$ cat src/rtl/wrr_packet_scheduler_pkg.sv
`default_nettype none
// ============================================================================
// wrr_pkg: shared FSM encoding, default sizes and rotating first-set helper.
// Rev 1.0
// ============================================================================
package wrr_pkg;

  typedef enum logic [0:0] {
    IDLE  = 1'b0,
    BURST = 1'b1
  } state_t;

  localparam int N_DEF  = 4;
  localparam int W_DEF  = 3;
  localparam int IW_DEF = 2;

  // Index of the first set bit of vec, scanning ptr, ptr+1, ... with wrap.
  function automatic logic [IW_DEF-1:0] rot_first(input logic [N_DEF-1:0] vec,
                                                  input logic [IW_DEF-1:0] ptr);
    logic [IW_DEF-1:0] res;
    logic              hit;
    int                j;
    res = '0;
    hit = 1'b0;
    for (int i = 0; i < N_DEF; i++) begin
      j = (int'(ptr) + i) % N_DEF;
      if (!hit && vec[j]) begin
        res = IW_DEF'(j);
        hit = 1'b1;
      end
    end
    return res;
  endfunction

endpackage
`default_nettype wire

$ cat src/rtl/wrr_packet_scheduler_rr_pick.sv
`default_nettype none
// ============================================================================
// rr_pick: combinational rotating-priority picker (vec, ptr -> idx, found).
// Rev 1.0
// ============================================================================
module rr_pick
  import wrr_pkg::*;
#(
  parameter int N  = N_DEF,
  parameter int IW = IW_DEF
) (
  input  logic [N-1:0]  vec,
  input  logic [IW-1:0] ptr,
  output logic [IW-1:0] idx,
  output logic          found
);

  assign found = |vec;

  if (N == N_DEF && IW == IW_DEF) begin : g_pkg
    assign idx = rot_first(vec, ptr);
  end else begin : g_loop
    always_comb begin
      logic hit;
      int   j;
      idx = '0;
      hit = 1'b0;
      for (int i = 0; i < N; i++) begin
        j = (int'(ptr) + i) % N;
        if (!hit && vec[j]) begin
          idx = IW'(j);
          hit = 1'b1;
        end
      end
    end
  end

endmodule
`default_nettype wire

$ cat src/rtl/wrr_packet_scheduler.sv
`default_nettype none
// ============================================================================
// wrr_packet_scheduler: weighted round-robin whole-packet scheduler and mux.
// Optional stall watchdog: WRR_WATCHDOG_EN.   Rev 1.0
// ============================================================================
module wrr_packet_scheduler
  import wrr_pkg::*;
#(
  parameter int             N      = 4,
  parameter int             DW     = 32,
  parameter int             W      = 3,
  parameter int             IW     = 2,
  parameter logic [N*W-1:0] WT_RST = {3'd4, 3'd2, 3'd1, 3'd1},
  parameter int             TMO    = 16
) (
  input  logic            clk,
  input  logic            rst,
  input  logic [N-1:0]    s_valid,
  input  logic [N*DW-1:0] s_data,
  input  logic [N-1:0]    s_last,
  output logic [N-1:0]    s_ready,
  output logic            m_valid,
  output logic [DW-1:0]   m_data,
  output logic            m_last,
  input  logic            m_ready,
  output logic [IW-1:0]   m_src,
  output logic [N-1:0]    grant,
  input  logic            cfg_we,
  input  logic [IW-1:0]   cfg_idx,
  input  logic [W-1:0]    cfg_weight,
  output logic            tmo_err
);

  state_t        state;
  logic [IW-1:0] ptr;
  logic [W-1:0]  weight [N];
  logic [W-1:0]  credit [N];

  logic [N-1:0]  eligible;
  logic [N-1:0]  enabled;
  logic [N-1:0]  pick_vec;
  logic          reload;
  logic          found;
  logic [IW-1:0] pick_idx;
  logic [IW-1:0] ptr_after;
  logic          xfer_last;

  always_comb begin
    eligible = '0;
    enabled  = '0;
    for (int k = 0; k < N; k++) begin
      eligible[k] = s_valid[k] && (credit[k] != '0);
      enabled[k]  = (weight[k] != '0);
    end
    // Out of credit but someone enabled is asking: refill and pick in the same cycle.
    reload   = (state == IDLE) && (s_valid != '0) && (eligible == '0)
               && ((s_valid & enabled) != '0);
    pick_vec = reload ? (s_valid & enabled) : eligible;
  end

  rr_pick #(
    .N  (N),
    .IW (IW)
  ) u_pick (
    .vec   (pick_vec),
    .ptr   (ptr),
    .idx   (pick_idx),
    .found (found)
  );

  assign m_valid   = |(grant & s_valid);
  assign m_last    = |(grant & s_last);
  assign m_data    = s_data[int'(m_src)*DW +: DW];
  assign s_ready   = grant & {N{m_ready}};
  assign xfer_last = m_valid && m_ready && m_last;
  assign ptr_after = (int'(m_src) == N - 1) ? '0 : m_src + IW'(1);

`ifdef WRR_WATCHDOG_EN
  localparam int CW = $clog2(TMO + 1);
  logic [CW-1:0] stall_cnt;
`else
  logic [31:0] unused_tmo;
  assign unused_tmo = 32'(TMO);
  assign tmo_err    = 1'b0;
`endif

  always_ff @(posedge clk) begin
    if (rst) begin
      state <= IDLE;
      grant <= '0;
      m_src <= '0;
      ptr   <= '0;
      for (int k = 0; k < N; k++) begin
        weight[k] <= WT_RST[k*W +: W];
        credit[k] <= WT_RST[k*W +: W];
      end
`ifdef WRR_WATCHDOG_EN
      stall_cnt <= '0;
      tmo_err   <= 1'b0;
`endif
    end else begin
`ifdef WRR_WATCHDOG_EN
      tmo_err <= 1'b0;
`endif
      if (cfg_we) begin
        weight[cfg_idx] <= cfg_weight;
      end
      case (state)
        IDLE: begin
          if (reload) begin
            for (int k = 0; k < N; k++) begin
              credit[k] <= weight[k];
            end
          end
          if (found) begin
            grant <= N'(1) << pick_idx;
            m_src <= pick_idx;
            state <= BURST;
`ifdef WRR_WATCHDOG_EN
            stall_cnt <= '0;
`endif
          end
        end
        BURST: begin
          if (xfer_last) begin
            credit[m_src] <= (credit[m_src] == '0) ? '0 : credit[m_src] - W'(1);
            ptr           <= ptr_after;
            grant         <= '0;
            state         <= IDLE;
          end
`ifdef WRR_WATCHDOG_EN
          else if (s_valid[m_src]) begin
            stall_cnt <= '0;
          end else if (stall_cnt == CW'(TMO - 1)) begin
            // Abandon the stalled packet: no m_last is ever emitted for it.
            tmo_err       <= 1'b1;
            credit[m_src] <= '0;
            ptr           <= ptr_after;
            grant         <= '0;
            state         <= IDLE;
            stall_cnt     <= '0;
          end else begin
            stall_cnt <= stall_cnt + CW'(1);
          end
`endif
        end
        default: state <= IDLE;
      endcase
    end
  end

endmodule
`default_nettype wire

$ cat config.mk
export PLATFORM = sky130hd
export DESIGN_NAME = wrr_packet_scheduler
export DESIGN_NICKNAME = d
export VERILOG_FILES = /design/src/rtl/wrr_packet_scheduler_pkg.sv /design/src/rtl/wrr_packet_scheduler_rr_pick.sv /design/src/rtl/wrr_packet_scheduler.sv
export SDC_FILE = /design/constraint.sdc
export NUM_CORES = 1
export LEC_CHECK = 0
export BUFFER_PORTS_ARGS = -buffer_cell sky130_fd_sc_hd__buf_4
export CAP_MARGIN = 0
export CORE_ASPECT_RATIO = 0.7
export CORE_UTILIZATION = 43
export CTS_BUF_LIST = sky130_fd_sc_hd__clkbuf_2
export DETAILED_ROUTE_END_ITERATION = 16
export GPL_TIMING_DRIVEN = 0
export HOLD_SLACK_MARGIN = 0.03
export PLACE_DENSITY = 0.95
export RECOVER_POWER = 100
export SYNTH_ARGS = -nofsm -noshare
export SYNTH_HDL_FRONTEND = slang
export SYNTH_SLANG_ARGS = --single-unit
$ cat constraint.sdc
create_clock -name clk -period 2.8 [get_ports clk]
set_input_delay 0.7 -clock clk [delete_from_list [all_inputs] [get_ports clk]]
set_output_delay 0.7 -clock clk [all_outputs]
set_load 0.05 [all_outputs]
==> results_tabular.tex, run 1 <==
\begin{tabular}{lr}
\hline
Metric & Value \\
\hline
\multicolumn{2}{l}{\textbf{Worst setup path}} \\
\quad Most frequent cell on the critical path & sky130\_fd\_sc\_hd\_\_clkbuf\_2 \\
\quad Endpoint required time on the critical path & between 2000 and 2500 ps \\
\quad Path length in cells of the critical path & 4 \\
\quad Critical path class & reg -> out \\
\quad Worst path cell trace & clkbuf\_2 > clkbuf\_2 > mux4\_2 > clkbuf\_4 \\
\quad Gate family responsible for the most delay along the worst path & buffers and inverters \\
\quad Startpoint of the worst-slack reg-to-reg timing path & credit[2][1] \\
\quad Setup slack, reg-to-reg & 200 ps \\
\quad Arr. time, crit path & 2010 ps \\
\quad Crit path from & m\_src[1] \\
\quad Worst-path fanout max & 10 \\
\quad Crit path capture & m\_data[18] \\
\quad CP Buf/Inv Count & 3 \\
\quad CP endpoint kind & output pin \\
\quad Slowest stage cell on the critical path & sky130\_fd\_sc\_hd\_\_dfxtp\_1 \\
\quad Crit start category & register \\
\quad Logic depth of the worst register-to-register path & 6 \\
\quad Maximum single-stage delay on the critical path & 460 ps \\
\multicolumn{2}{l}{\textbf{Min path}} \\
\quad Worst Hold Class & reg -> reg \\
\multicolumn{2}{l}{\textbf{Detailed routing}} \\
\quad Total via count after detailed routing & 2948 \\
\quad Post-detailed-route wirelength per cell & approximately 22 µm \\
\quad Number of iterations in the first detailed-routing pass & 5 \\
\quad Post-DRT Antenna Nets & 0 \\
\quad Total wire length after detailed routing & roughly 11000 µm \\
\quad Vias per cell & 6.07 \\
\quad Iteration-0 DRC Markers & 260 \\
\quad Residual DRC count & 0 \\
\multicolumn{2}{l}{\textbf{Finish}} \\
\quad Number of antenna cells inserted & 0 \\
\quad Growth of design area from synthesis to finish & 55.8\% \\
\quad Leading cell type in the layout, fill and taps excluded & sky130\_fd\_sc\_hd\_\_buf\_4 \\
\quad Most used cells in the layout excluding fill and tap cells & sky130\_fd\_sc\_hd\_\_buf\_4, sky130\_fd\_sc\_hd\_\_mux4\_2, sky130\_fd\_sc\_hd\_\_clkbuf\_4 \\
\quad Fin nets & around 560 \\
\quad Share of layout cells above drive strength 1 & 0.579 \\
\quad Post-Layout Cell Count & around 490 \\
\multicolumn{2}{l}{\textbf{Status}} \\
\quad Run status & finished, final reports clean \\
\multicolumn{2}{l}{\textbf{Timing}} \\
\quad Worst Max-Slew Pin Slew & roughly 620 ps \\
\quad Final worst path period share & 0.967 \\
\quad RSZ-0062 raised after global routing & false \\
\quad Fin. max-slew vios & 0 \\
\quad Hold Fails Final Rpt & 0 \\
\quad Clock skew after layout & $\sim$23 ps \\
\quad Final critical-path required period & 2710 ps \\
\quad F\_max & around 0.37 GHz \\
\quad Setup total negative slack & 0 ps \\
\quad Slew HR & 0.587 \\
\quad Total of endpoints with negative setup slack in the final report & 0 \\
\multicolumn{2}{l}{\textbf{Logic synthesis}} \\
\quad Top flip-flop cell by instance count after synthesis & sky130\_fd\_sc\_hd\_\_edfxtp\_1 \\
\quad Post-synthesis instance total & 216 \\
\quad Biggest area contributors in the synthesized netlist & sky130\_fd\_sc\_hd\_\_mux4\_2, sky130\_fd\_sc\_hd\_\_edfxtp\_1, sky130\_fd\_sc\_hd\_\_dfxtp\_1, sky130\_fd\_sc\_hd\_\_a32o\_1, sky130\_fd\_sc\_hd\_\_and2\_1 \\
\quad Proportion of netlist area held by the largest area contributor & 0.284 \\
\quad Synthesized area divided by synthesized cell count & around 12 µm² \\
\quad Number of unique standard cell types used by synthesis & 48 \\
\quad Share of async-settable or async-resettable flops after synthesis & 0 \\
\quad Syn\_nets & 367 \\
\quad Proportion of synthesized chip area in sequential cells & 0.349 \\
\quad Synth warn & 0 \\
\quad Leading area contributor after synthesis & sky130\_fd\_sc\_hd\_\_mux4\_2 \\
\quad Number of flops mapped to enable cells by yosys & 24 \\
\quad Flops \& latches, synth & 35 \\
\quad Syn Std Cell Area & roughly 2700 µm² \\
\multicolumn{2}{l}{\textbf{GRT}} \\
\quad Via count of the first global-routing pass & about 2800 \\
\quad Wire length of the first global-routing pass & 14800 µm \\
\quad Gr ovfl total & 0 \\
\quad Initial antenna violation count & 0 \\
\quad Global router's overall resource usage & 0.303 \\
\quad Maximum number of pins on one net before global-route repair & 12 \\
\multicolumn{2}{l}{\textbf{Floorplan}} \\
\quad Area enclosed by the die boundary & roughly 6600 µm² \\
\quad Cell Rows & 23 \\
\quad Starting density of the core & 0.460 \\
\quad DIE HEIGHT & 68.3 µm \\
\quad Die X-Extent & around 97 µm \\
\quad Total I/O pin count & 190 \\
\quad Std-Cell Core Area & a little under 6000 µm² \\
\multicolumn{2}{l}{\textbf{Power}} \\
\quad Internal Dissipation & 0.000936 W \\
\quad Switching power summed over all nets & $\sim$0.00057 W \\
\quad Power density over cell area & around 360 nW/µm² \\
\quad Sequential fraction of design power & 0.400 \\
\quad Highest ir drop seen on vdd & about 180 µV \\
\quad Leak pwr & 1.73 nW \\
\quad Comb power frac & 0.439 \\
\quad Switching share of power & 0.380 \\
\quad Clk network pwr share & 0.161 \\
\multicolumn{2}{l}{\textbf{Clock tree}} \\
\quad Bufs on Longest Clock Path & 2 \\
\quad Clock slew at reported path FFs & about 190 ps \\
\quad Insertion delay to the later sink of the worst-skew pair & around 390 ps \\
\quad Clock H-tree levels & 2 \\
\quad Post-CTS Setup Inserts & 0 \\
\quad TritonCTS clock tree & built \\
\quad Total number of clock tree sinks & 35 \\
\quad Number of buffers added by the clock tree synthesis step & 5 \\
\quad CTS root buffer & sky130\_fd\_sc\_hd\_\_clkbuf\_2 \\
\multicolumn{2}{l}{\textbf{Placed design}} \\
\quad IO buf count & about 190 \\
\quad Weighted congestion reported at the end of routability-driven placement & 0.984 \\
\quad Number of placed instances with taps included & $\sim$480 \\
\quad Placed wire-length estimate after detailed placement & approximately 9000 µm \\
\multicolumn{2}{l}{\textbf{Run}} \\
\quad Max Cap Viol & 0 \\
\hline
\end{tabular}
## layout make-up
type | count | area (µm²)
Buffer | 10 | 57.6
Clock buffer | 6 | 30.0
Clock inverter | 2 | 12.5
Fill cell | 427 | 1670
Inverter | 6 | 22.5
Multi-Input combinational cell | 164 | 1680
Sequential cell | 35 | 945
Tap cell | 75 | 93.8
Timing Repair Buffer | 188 | 1360
## sequential cells by signal (all words and copies together) (netlist names), named ones only
register and flops:
ptr 2, m_src 2, weight 12, state 1, grant 4, credit 12
## worst min path at each step
stage                  start  depth (start not counted)  slack [ps]      endpoint
3_3_place_gp          ptr[0]                          2         490        ptr[0]
3_5_place_dp          ptr[0]                          2         510        ptr[0]
2_1_floorplan         ptr[0]                          2         470        ptr[0]
4_1_cts               ptr[0]                          2         520        ptr[0]
5_1_grt        cfg_weight[0]                          2         560  weight[0][0]
6_report              ptr[0]                          2         540        ptr[0]
## cell families (layout without fill, tap and decap cells)
| group | Yosys count | after routing | share of synthesized area |
|---|---|---|---|
| AOI/OAI and AO/OA | 54 | 54 | 0.163 |
| adders and majority gates | 6 | 6 | 0.0278 |
| buffers and inverters | 17 | 212 | 0.0250 |
| DFF | 35 | 35 | 0.349 |
| muxes | 37 | 37 | 0.302 |
| other | 1 | 1 | 0.00139 |
| and+or+nand+nor | 66 | 66 | 0.132 |
## power by group through the flow
stage	Clock [W]	Combinational [W]	Sequential [W]
6_report	0.000242	0.000662	0.000603
5_1_grt	0.000266	0.000693	0.000606
3_5_place_dp	0	0.000677	0.000611
4_1_cts	0.000237	0.000677	0.000602
3_3_place_gp	0	0.000662	0.000610
2_1_floorplan	0	0.000373	0.000619
## synth_stat cells (2+ instances only)
library cell               number
sky130_fd_sc_hd__a21o_1         2
sky130_fd_sc_hd__a21oi_1        5
sky130_fd_sc_hd__a22oi_1        5
sky130_fd_sc_hd__a32o_1         9
sky130_fd_sc_hd__and2_1        13
sky130_fd_sc_hd__buf_1          3
sky130_fd_sc_hd__clkbuf_1       7
sky130_fd_sc_hd__dfxtp_1       11
sky130_fd_sc_hd__edfxtp_1      24
sky130_fd_sc_hd__ha_1           6
sky130_fd_sc_hd__inv_1          6
sky130_fd_sc_hd__mux4_2        34
sky130_fd_sc_hd__nand2_1       16
sky130_fd_sc_hd__nand2b_1       7
sky130_fd_sc_hd__nand4_1        3
sky130_fd_sc_hd__nor2_1        10
sky130_fd_sc_hd__nor2b_1        3
sky130_fd_sc_hd__nor3_1         3
sky130_fd_sc_hd__nor3b_1        2
sky130_fd_sc_hd__o21ai_0        6
sky130_fd_sc_hd__o22a_1         3
sky130_fd_sc_hd__o31a_1         2
sky130_fd_sc_hd__o31ai_1        7
sky130_fd_sc_hd__o31ai_2        2
sky130_fd_sc_hd__or2_2          4
## routing by layer
layer  vias to the layer above  global-route usage  routed length [µm]  share of wire
met1                      1449               0.371                3810           0.36
met2                       201               0.540                5570           0.53
met3                        21              0.0623                 870          0.083
met4                         0               0.119                 269          0.026
met5                         -                   0                   0              0
li1                       1277                   -                   -              -
## tightest hold or removal path, cell delays in order (launching register included)
cell and delay [ps]:
sky130_fd_sc_hd__dfxtp_1 390, sky130_fd_sc_hd__nand2_1 70, sky130_fd_sc_hd__a21oi_1 50
## what timing repair did
action                     in CTS  in global routing
hold buffers                    0                  0
setup endpoints to repair      31                 30
gates resized for setup         6                  3
## metrics by stage
step                      total power, W  setup slack [ps]   util  area (µm²)  hold slack [ps]
after floorplan                 0.000992               167      -        2700              465
after global placement           0.00127              25.6  0.717        4210              491
after detailed placement         0.00129            0.0493  0.717        4210              505
after CTS                        0.00152              16.4  0.725        4260              524
after global routing             0.00157              28.6  0.716        4200              558
final                            0.00151              93.3  0.716        4200              539
Note: power is estimated with default switching activity, not from simulation.
==> run 2: changes to the inputs <==
--- a/config.mk
+++ b/config.mk
@@ -7,13 +7,14 @@
 export LEC_CHECK = 0
 export BUFFER_PORTS_ARGS = -buffer_cell sky130_fd_sc_hd__buf_4
 export CAP_MARGIN = 0
+export CELL_PAD_IN_SITES_DETAIL_PLACEMENT = 1
+export CELL_PAD_IN_SITES_GLOBAL_PLACEMENT = 1
 export CORE_ASPECT_RATIO = 0.7
-export CORE_UTILIZATION = 43
-export CTS_BUF_LIST = sky130_fd_sc_hd__clkbuf_2
+export CORE_UTILIZATION = 30
 export DETAILED_ROUTE_END_ITERATION = 16
 export GPL_TIMING_DRIVEN = 0
 export HOLD_SLACK_MARGIN = 0.03
-export PLACE_DENSITY = 0.95
+export PLACE_DENSITY = 0.93
 export RECOVER_POWER = 100
 export SYNTH_ARGS = -nofsm -noshare
 export SYNTH_HDL_FRONTEND = slang
==> run 2 against run 1 <==
  * Utilization decreased by 21 points
  * Fmax decreased by 0.67%
  * Clock skew decreased by 19 ps
  * Count of clock-buffer cells in the layout decreased by 1
  * Setup slack got worse by 18 ps
  * Sequential power about the same
==> results_tabular.tex, run 2 (synthesized netlist as in run 1, its figures left out) <==
\begin{tabular}{lr}
\hline
Metric & Value \\
\hline
\multicolumn{2}{l}{\textbf{Detailed routing}} \\
\quad Post-detailed-route wirelength per cell & 22.7 µm (was 21.7 µm) \\
\quad Total via count after detailed routing & 2913 (was 2948) \\
\quad Iteration-0 DRC Markers & 123 (was 260) \\
\quad Residual DRC count & 0 (unchanged) \\
\quad Total wire length after detailed routing & 12100 µm (was 10500 µm) \\
\quad Vias per cell & 5.49 (was 6.07) \\
\quad Number of iterations in the first detailed-routing pass & 4 (was 5) \\
\quad Post-DRT Antenna Nets & 0 (unchanged) \\
\multicolumn{2}{l}{\textbf{Worst setup path}} \\
\quad Worst-path fanout max & 4 (was 10) \\
\quad Critical path class & reg -> reg (was reg -> out) \\
\quad Crit start category & register (unchanged) \\
\quad Arr. time, crit path & 2920 ps (was 2010 ps) \\
\quad CP endpoint kind & register (was output pin) \\
\quad Endpoint required time on the critical path & 2990 ps (was 2100 ps) \\
\multicolumn{2}{l}{\textbf{Placed design}} \\
\quad Weighted congestion reported at the end of routability-driven placement & 0.822 (was 0.984) \\
\quad IO buf count & 188 (unchanged) \\
\quad Number of placed instances with taps included & 524 (was 479) \\
\quad Placed wire-length estimate after detailed placement & 10300 µm (was 9040 µm) \\
\multicolumn{2}{l}{\textbf{Power}} \\
\quad Switching power summed over all nets & 0.000622 W (was 0.000572 W) \\
\quad Comb power frac & 0.372 (was 0.439) \\
\quad Power density over cell area & 419 nW/µm² (was 359 nW/µm²) \\
\quad Clk network pwr share & 0.296 (was 0.161) \\
\quad Highest ir drop seen on vdd & 217 µV (was 179 µV) \\
\quad Leak pwr & 1.76 nW (was 1.73 nW) \\
\quad Switching share of power & 0.342 (was 0.380) \\
\quad Internal Dissipation & 0.00120 W (was 0.000936 W) \\
\quad Sequential fraction of design power & 0.333 (was 0.400) \\
\multicolumn{2}{l}{\textbf{Finish}} \\
\quad Growth of design area from synthesis to finish & 60.6\% (was 55.8\%) \\
\quad Post-Layout Cell Count & 531 (was 486) \\
\quad Largest registers & credit (12), weight (12), grant (4) (unchanged) \\
\quad Fin nets & 561 (unchanged) \\
\quad Share of layout cells above drive strength 1 & 0.572 (was 0.579) \\
\quad Most used cells in the layout excluding fill and tap cells & sky130\_fd\_sc\_hd\_\_buf\_4, sky130\_fd\_sc\_hd\_\_mux4\_2, sky130\_fd\_sc\_hd\_\_edfxtp\_1 (was sky130\_fd\_sc\_hd\_\_buf\_4, sky130\_fd\_sc\_hd\_\_mux4\_2, sky130\_fd\_sc\_hd\_\_clkbuf\_4) \\
\quad Leading cell type in the layout, fill and taps excluded & sky130\_fd\_sc\_hd\_\_buf\_4 (unchanged) \\
\quad Final core utilization & 0.505 (was 0.716) \\
\quad Number of antenna cells inserted & 0 (unchanged) \\
\multicolumn{2}{l}{\textbf{Floorplan}} \\
\quad Starting density of the core & 0.314 (was 0.460) \\
\quad Cell Rows & 28 (was 23) \\
\quad DIE HEIGHT & 81.3 µm (was 68.3 µm) \\
\quad Area enclosed by the die boundary & 9380 µm² (was 6600 µm²) \\
\quad Die X-Extent & 115 µm (was 96.7 µm) \\
\quad Total I/O pin count & 190 (unchanged) \\
\quad Std-Cell Core Area & 8580 µm² (was 5870 µm²) \\
\multicolumn{2}{l}{\textbf{GRT}} \\
\quad Initial antenna violation count & 0 (unchanged) \\
\quad Wire length of the first global-routing pass & 17000 µm (was 14800 µm) \\
\quad Gr ovfl total & 0 (unchanged) \\
\quad Global router's overall resource usage & 0.252 (was 0.303) \\
\quad Via count of the first global-routing pass & 3138 (was 2821) \\
\quad Maximum number of pins on one net before global-route repair & 13 (was 12) \\
\multicolumn{2}{l}{\textbf{Min path}} \\
\quad Worst Hold Class & reg -> reg (unchanged) \\
\multicolumn{2}{l}{\textbf{Timing}} \\
\quad Total of endpoints with negative setup slack in the final report & 0 (unchanged) \\
\quad Final worst path period share & 0.973 (was 0.967) \\
\quad Final critical-path required period & 2720 ps (was 2710 ps) \\
\quad Hold Slack & 536 ps (was 539 ps) \\
\quad Hold Fails Final Rpt & 0 (unchanged) \\
\quad Setup total negative slack & 0 ps (unchanged) \\
\quad F\_max & 0.367 GHz (was 0.369 GHz) \\
\quad Slew HR & 0.557 (was 0.587) \\
\quad Clock skew after layout & 3.48 ps (was 22.7 ps) \\
\quad RSZ-0062 raised after global routing & false (unchanged) \\
\quad Worst Max-Slew Pin Slew & 660 ps (was 618 ps) \\
\quad Fin. max-slew vios & 0 (unchanged) \\
\multicolumn{2}{l}{\textbf{Clock tree}} \\
\quad TritonCTS clock tree & built (unchanged) \\
\quad Insertion delay to the later sink of the worst-skew pair & 280 ps (was 390 ps) \\
\quad Total number of clock tree sinks & 35 (unchanged) \\
\quad Bufs on Longest Clock Path & 2 (unchanged) \\
\quad Number of hold buffers added after cts & 0 (unchanged) \\
\quad CTS root buffer & sky130\_fd\_sc\_hd\_\_clkbuf\_16 (was sky130\_fd\_sc\_hd\_\_clkbuf\_2) \\
\quad Number of gates given a new drive strength after cts & 2 (was 6) \\
\quad Clock slew at reported path FFs & 50 ps (was 190 ps) \\
\quad Number of buffers added by the clock tree synthesis step & 5 (unchanged) \\
\quad Clock H-tree levels & 2 (unchanged) \\
\quad Post-CTS Setup Inserts & 0 (unchanged) \\
\multicolumn{2}{l}{\textbf{Status}} \\
\quad Run status & finished, final reports clean (unchanged) \\
\multicolumn{2}{l}{\textbf{Run}} \\
\quad Max Cap Viol & 0 (unchanged) \\
\hline
\end{tabular}
## run 2: worst max-delay path, stage by stage, from the launching register on
cell	delay, ps
sky130_fd_sc_hd__edfxtp_1	430
sky130_fd_sc_hd__o31a_1	370
sky130_fd_sc_hd__nor4_1	510
sky130_fd_sc_hd__a21boi_0	270
sky130_fd_sc_hd__a311o_2	450
sky130_fd_sc_hd__a2111o_1	420
sky130_fd_sc_hd__a21oi_2	180
## run 2: layout make-up
class / instances / area [µm²]
plain buffers: 10 / 51.3
clock buffers: 5 / 125
clock inverters: 3 / 20.0
fillers: 968 / 4250
inverters: 6 / 22.5
multi-input cells: 164 / 1680
flip-flops and latches: 35 / 942
well taps: 120 / 150
repair buffers: 188 / 1340
## run 2: power by group through the flow
| stage | logic (W) | clock network (W) | registers [W] |
|---|---|---|---|
| 6_report | 0.000676 | 0.000537 | 0.000604 |
| 5_1_grt | 0.000705 | 0.000568 | 0.000608 |
| 4_1_cts | 0.000694 | 0.000546 | 0.000605 |
| 3_5_place_dp | 0.000694 | 0 | 0.000612 |
| 3_3_place_gp | 0.000673 | 0 | 0.000609 |
| 2_1_floorplan | 0.000373 | 0 | 0.000619 |
## run 2: worst paths after layout
path / from / to / cells past startpoint / slack [ps]
worst max-delay path: credit[2][1] / m_src[0] / 6 / 80
worst min-delay path: ptr[0] / ptr[0] / 2 / 540
worst max register to register: credit[2][1] / m_src[0] / 6 / 80
worst min register to register: ptr[0] / ptr[0] / 2 / 540
## run 2: metrics by stage
step                cell area, µm²  power (W)  worst slack (ps)
floorplan                     2700   0.000992               167
global placement              4260    0.00128             -11.1
detailed placement            4260    0.00131             -71.8
CTS                           4410    0.00184              2.97
global route                  4330    0.00188              26.7
finish                        4330    0.00182              75.1
## run 2: layer usage
layer  routed length [µm]  up-vias  global-route usage
met5                    0        -                   0
met4                  266        0              0.0831
met3                  721       24              0.0552
met2                 6150      132               0.426
met1                 4940     1477               0.320
li1                     -     1280                   -
